## config.mk

```make
export PLATFORM = sky130hd
export DESIGN_NAME = prt_dptx_lnk_pat
export DESIGN_NICKNAME = d
export VERILOG_FILES = /design/src/rtl/prt_dptx_pkg.sv /design/src/rtl/prt_dptx_lnk_pat.sv
export SDC_FILE = /design/constraint.sdc
export NUM_CORES = 1
export LEC_CHECK = 0
export ABC_CLOCK_PERIOD_IN_PS = 3800
export CAP_MARGIN = 30
export CORE_ASPECT_RATIO = 1.5
export CORE_MARGIN = 3
export CORE_UTILIZATION = 45
export CTS_CLUSTER_SIZE = 16
export DETAILED_ROUTE_END_ITERATION = 10
export DONT_BUFFER_PORTS = 1
export PLACE_DENSITY_LB_ADDON = 0.15
export SYNTH_ARGS = -nofsm -noshare
export SYNTH_HDL_FRONTEND = slang
export SYNTH_SLANG_ARGS = --single-unit
```

## constraint.sdc

```tcl
create_clock -name LNK_CLK_IN -period 3.8 [get_ports LNK_CLK_IN]
set_input_delay 0.38 -clock LNK_CLK_IN [delete_from_list [all_inputs] [get_ports LNK_CLK_IN]]
set_output_delay 0.38 -clock LNK_CLK_IN [all_outputs]
set_load 0.02 [all_outputs]
```

## src/rtl/prt_dptx_pkg.sv

```systemverilog
// Shared types and symbol constants for the DP TX link-domain pattern generator.
// pat_sym() returns the symbol for one slot of a generated (non-MAIN) pattern.
package prt_dptx_pkg;

   typedef enum logic [2:0] {
      PAT_OFF  = 3'd0,
      PAT_TPS1 = 3'd1,
      PAT_TPS2 = 3'd2,
      PAT_IDLE = 3'd3,
      PAT_MAIN = 3'd4
   } pat_e;

   localparam logic [8:0] K28_5    = 9'h1BC;
   localparam logic [8:0] K28_0    = 9'h11C;
   localparam logic [8:0] D10_2    = 9'h04A;
   localparam logic [8:0] D11_6    = 9'h0CB;
   // NoVideoStream=1, VerticalBlank=1
   localparam logic [8:0] VB_ID    = 9'h009;
   localparam logic [8:0] SYM_ZERO = 9'h000;

   localparam int IDLE_LEN    = 8192;
   localparam int SR_INTERVAL = 512;
   localparam int TPS2_LEN    = 10;
   localparam int CNT_W       = $clog2(IDLE_LEN);
   localparam int BS_W        = $clog2(SR_INTERVAL);

   function automatic logic [8:0] pat_sym(input pat_e pat, input logic [CNT_W-1:0] idx,
                                          input logic sr);
      logic [8:0] sym;
      sym = SYM_ZERO;
      case (pat)
         PAT_TPS1: sym = D10_2;
         PAT_TPS2: begin
            if (idx == 13'd0 || idx == 13'd2)      sym = K28_5;
            else if (idx == 13'd1 || idx == 13'd3) sym = D11_6;
            else                                   sym = D10_2;
         end
         PAT_IDLE: begin
            if (idx == 13'd0)      sym = sr ? K28_0 : K28_5;
            else if (idx == 13'd1) sym = VB_ID;
            else                   sym = SYM_ZERO;
         end
         default: sym = SYM_ZERO;
      endcase
      return sym;
   endfunction

endpackage

```

## src/rtl/prt_dptx_lnk_pat.sv

```systemverilog
// DP TX link-domain symbol pattern generator: TPS1/TPS2, SST idle with SR insertion,
// or registered main-stream passthrough, identical on all lanes.
module prt_dptx_lnk_pat
   import prt_dptx_pkg::*;
#(
   parameter int P_LANES = 4,
   parameter int P_SPL   = 2
) (
   input  logic                       LNK_CLK_IN,
   input  logic                       LNK_RST_IN,
   input  logic [2:0]                 CFG_PAT_IN,
   input  logic [P_LANES*P_SPL*9-1:0] LNK_SRC_DAT_IN,
   output logic [P_LANES*P_SPL*9-1:0] LNK_DAT_OUT,
   output logic                       LNK_SCRM_EN_OUT,
   output logic [2:0]                 STA_PAT_OUT,
   output logic                       STA_SR_OUT
);

   localparam int W = P_LANES*P_SPL*9;

   pat_e             pat_q, pat_d, req;
   logic [CNT_W-1:0] cnt_q, cnt_d, cnt_adv, idx;
   logic [BS_W-1:0]  bs_cnt_q, bs_cnt_d;
   logic [W-1:0]     dat_q, dat_d;
   logic             scrm_q, sr_q, sr_now, do_sw;
   logic [2:0]       sta_pat_q;

   always_comb begin
      req      = (CFG_PAT_IN > 3'd4) ? PAT_OFF : pat_e'(CFG_PAT_IN);
      cnt_adv  = cnt_q + CNT_W'(P_SPL);
      if (pat_q == PAT_TPS2 && cnt_adv >= CNT_W'(TPS2_LEN))
         cnt_adv = cnt_adv - CNT_W'(TPS2_LEN);
      // Leaving TPS2 only on the edge that completes a period, so it is never truncated.
      do_sw    = (req != pat_q) && ((pat_q != PAT_TPS2) || (cnt_adv == '0));
      pat_d    = do_sw ? req : pat_q;
      cnt_d    = do_sw ? '0 : cnt_adv;
      sr_now   = (pat_q == PAT_IDLE) && (cnt_q == '0) && (bs_cnt_q == '0);
      bs_cnt_d = bs_cnt_q;
      if (do_sw && (req == PAT_IDLE || req == PAT_MAIN))
         bs_cnt_d = '0;
      else if (pat_q == PAT_IDLE && cnt_q == '0)
         bs_cnt_d = bs_cnt_q + 1'b1;

      dat_d = '0;
      idx   = '0;
      if (pat_q == PAT_MAIN) begin
         dat_d = LNK_SRC_DAT_IN;
      end else begin
         for (int j = 0; j < P_SPL; j++) begin
            idx = cnt_q + CNT_W'(j);
            if (pat_q == PAT_TPS2 && idx >= CNT_W'(TPS2_LEN))
               idx = idx - CNT_W'(TPS2_LEN);
            for (int i = 0; i < P_LANES; i++)
               dat_d[(i*P_SPL+j)*9 +: 9] = pat_sym(pat_q, idx, sr_now);
         end
      end
   end

   always_ff @(posedge LNK_CLK_IN or negedge LNK_RST_IN) begin
      if (!LNK_RST_IN) begin
         pat_q     <= PAT_OFF;
         cnt_q     <= '0;
         bs_cnt_q  <= '0;
         dat_q     <= '0;
         scrm_q    <= 1'b0;
         sta_pat_q <= 3'd0;
         sr_q      <= 1'b0;
      end else begin
         pat_q     <= pat_d;
         cnt_q     <= cnt_d;
         bs_cnt_q  <= bs_cnt_d;
         dat_q     <= dat_d;
         scrm_q    <= (pat_q == PAT_IDLE) || (pat_q == PAT_MAIN);
         sta_pat_q <= pat_q;
         sr_q      <= sr_now;
      end
   end

   assign LNK_DAT_OUT     = dat_q;
   assign LNK_SCRM_EN_OUT = scrm_q;
   assign STA_PAT_OUT     = sta_pat_q;
   assign STA_SR_OUT      = sr_q;

endmodule

```

==> metrics.md <==
| Metric | Value |
|---|---|
| Reg2reg end | pat_q[1]$_DFFE_PN0P_ |
| WL/cell | 18.9 um |
| Largest net degree at the start of global routing | 102 |
| Cts bufs inserted | 9 |
| Number of max-cap violations | 0 |
| Longest individual stage delay on the worst path | 0.53 ns |
| Slowest-stage cell, CP | dfrtp_1 |
| Total negative setup slack | 0 ns |
| Total power | 2120 uW |
| Number of cells on the worst hold path | 1 |
| Die height | 134 um |
| Most common library cell in the layout ignoring fill and taps | dfrtp_1 |
| Number of resized instances in the post-cts repair step | 0 |
| Number of iterations in the first detailed-routing pass | 4 |
| Most used DFF post-synth | dfrtp_1 |
| Reg2reg path depth | 11 |
| Number of gates on the worst path with buffers counted | 11 |
| Aggregate global-route resource usage | 18.8% |
| Type of the setup path with the least slack | flip-flop to flip-flop |
| Count of pins over their slew limit | 0 |
| Antenna violations before repair | 0 |
| Maximum VDD drop | 0.216 mV |
| Cell type with the highest aggregate area in the netlist | dfrtp_1 |
| Fraction of the yosys area taken by sequential cells | 51.7% |
| Cell class contributing the biggest share of worst-path delay | compound AO/OA/AOI/OAI gates |
| Worst slew margin | 56.2% |
| Shortest period the worst path allows | 3.33 ns |
| Arrival @ worst endpoint | 3.53 ns |
| Number of cells produced by synthesis | 466 |
| Share of final-layout standard cells stronger than drive strength 1 | 10.9% |
| Status | finished, final reports clean |
| CORE AREA | 10,600 um2 |
| Reg2Reg Launch Point | cnt_q[1]$_DFF_PN0_ |
| Detailed-route wire length | 11,400 um |
| First DRT Iteration DRCs | 178 |
| Leftover overflow at the end of global routing | 0 |
| Upper clock frequency limit | 0.300 GHz |
| DRC Markers | 0 |
| Worst min-delay path category | input port to flip-flop |
| Global-route wire length before repair | 18,100 um |
| Most frequent cells in the layout | dfrtp_1, a21o_1, nand2_1 |
| Count of boundary I/O pins | 154 |
| #FFs+latches synth | 101 |
| Fill cell count | 975 |
| Critical path, cell by cell | ha_1, buf_4, nor4bb_1, a31oi_1, a21boi_0, nand4_4, a2111oi_4, a311oi_2, a2111oi_4, buf_4, o221ai_2 |
| Mean post-synth cell area | 10.5 um2 |
| Remaining antenna violation count | 0 |
| Top cells by area in the synthesized netlist | dfrtp_1, a21o_1, xnor2_1, and2_1, a21oi_1 |
| Count of endpoints failing hold in the final timing report | 0 |
| Transition time at the pin with the least slew margin | 0.656 ns |
| Number of global-route vias before repair | 3,356 |
| Final estimated routing congestion in global placement | 0.913 |
| Crit end category | flip-flop |
| Post-detailed-placement half-perimeter wirelength | 8450 um |
| Count of buffering cells on the critical path with inverters included | 2 |
| Portion of the clock cycle consumed by the worst path in the final layout | 87.6% |
| NumNets Final | 537 |
| Startpoint of the worst hold path | LNK_SRC_DAT_IN[23] |
| Number of input and output port buffers inserted | 0 |
| Critical Path Source Type | flip-flop |
| Clock-pin slew of the registers on the worst-case setup and hold paths | 0.08 ns |
| Sink Count | 101 |
| Worst-path fanout max | 14 |
| Power density over the cells | 395 nW/um2 |
| Post-layout instance count excluding filler cells | 604 |
| Syn nets | 548 |
| Required time of the worst setup path | 4.01 ns |
| Clock tree from TritonCTS | yes |
| Die footprint | 12,200 um2 |
| Number of distinct library cell variants in the gate-level netlist after synthesis | 67 |
| Setup repair after global routing missed its margin | false |
| Total vias in the final route | 3,444 |
| Yosys top cell area share | 51.7% |
| Ant. Diodes | 0 |
| Sink of the worst hold path | LNK_DAT_OUT[23]$_DFF_PN0_ |
| Standard-cell rows | 46 |
| Area growth from synthesis to layout | 9.97% |
| Worst Clk Skew | 0.00728 ns |
| Die extent in x | 91.1 um |
| Synth warn | 0 |
| Static leakage | 0.00263 uW |
| Count of placed standard cells including taps | 586 |
| Maximum count of clock buffers along a single path | 2 |
| Post-route core utilization | 50.8% |
| Register-to-register setup slack | 0.47 ns |
| Insertion delay of the later-clocked pin in the worst-skew pair | 0.34 ns |
| Root buffer cell | clkbuf_16 |
| Number of H-tree levels | 3 |
| Starting utilization of the core area | 46.2% |
| Count of flip-flops with a built-in enable after synthesis | 0 |
| Netlist area before placement | 4890 um2 |
| Mean number of vias per cell | 5.70 |
| Final count of negative-setup-slack endpoints | 0 |
| Share of synthesized registers carrying an async set or reset | 100% |
-- how the worst max path moves through the flow --
stage | from | to
final | cnt_q[1]$_DFF_PN0_ | pat_q[1]$_DFFE_PN0P_
after detailed placement | cnt_q[1]$_DFF_PN0_ | pat_q[1]$_DFFE_PN0P_
after global routing | cnt_q[1]$_DFF_PN0_ | pat_q[1]$_DFFE_PN0P_
after global placement | cnt_q[1]$_DFF_PN0_ | pat_q[1]$_DFFE_PN0P_
after CTS | cnt_q[1]$_DFF_PN0_ | pat_q[1]$_DFFE_PN0P_
after floorplan | cnt_q[1]$_DFF_PN0_ | pat_q[1]$_DFFE_PN0P_
-- through the flow --
| stage | area (um2) | hold WS (ns) | setup slack [ns] |
|---|---|---|---|
| after floorplan | 4890 | 0.0844 | 0.789 |
| after global placement | 5000 | 0.0863 | 0.609 |
| after detailed placement | 5000 | 0.0865 | 0.492 |
| after CTS | 5380 | 0.132 | 0.470 |
| after global routing | 5380 | 0.131 | 0.297 |
| final | 5380 | 0.145 | 0.471 |
-- state kept, by name, indices dropped and copies added (netlist names) --
signal and count:
LNK_DAT_OUT 72, cnt_q 12, bs_cnt_q 9, STA_PAT_OUT 3, pat_q 3, LNK_SCRM_EN_OUT 1, STA_SR_OUT 1
-- logic make-up after synthesis --
| family | Yosys count | share of synthesized area, % |
|---|---|---|
| compound gates | 121 | 18.1 |
| xor+xnor | 30 | 5.37 |
| fa+ha+maj | 5 | 1.28 |
| buf+inv | 42 | 3.81 |
| flops | 101 | 51.7 |
| mux | 3 | 0.665 |
| simple gates | 164 | 19.1 |
-- layout make-up --
| cell class | count | area (um2) | share of cell area (%) |
|---|---|---|---|
| inverters | 7 | 26.3 | 0.488 |
| repair buffers | 13 | 120 | 2.23 |
| clock inverters | 7 | 115 | 2.14 |
| multi-input cells | 323 | 2190 | 40.6 |
| clock buffers | 9 | 225 | 4.19 |
| well taps | 144 | 180 | 3.35 |
| flip-flops and latches | 101 | 2530 | 47.0 |
-- synth_stat cells, types with 2 or more instances --
library cell	count
a31o_2	3
nand2_1	31
dfrtp_1	101
nand4_1	7
o21ai_0	14
nor2_1	24
ha_1	5
and3b_1	2
a21oi_2	2
nor2b_1	10
nor3_1	10
buf_4	3
clkbuf_1	22
o211ai_1	3
a21o_1	51
nand3_1	14
or2_2	2
or3b_1	2
xor2_1	8
buf_2	8
a2111oi_4	2
xnor2_1	22
nand2b_1	5
inv_1	7
nor4_1	6
or3_1	3
and3_1	6
and4_1	4
a21oi_1	24
o22ai_1	4
and2_1	25
-- metal layers --
metal	up-vias	wire [um]	GRT usage, %
met3	17	804	5.54
met2	138	6120	33.6
met5	-	0	0
li1	1607	-	-
met1	1682	4250	20.7
met4	0	252	7.47
-- power breakdown --
group          total (uW)  internal, uW  switching (uW)  leakage (uW)
Clock                1020           594             426      0.000163
Sequential           1070          1070               0       0.00123
Combinational        29.2          6.55            22.7       0.00123
Total                2120          1670             448       0.00263
-- what timing repair did --
item	4_1_cts	5_1_grt
hold endpoints to repair	101	0
hold buffers	2	0
setup buffers	0	0
Note: power is estimated with default switching activity, not from simulation.
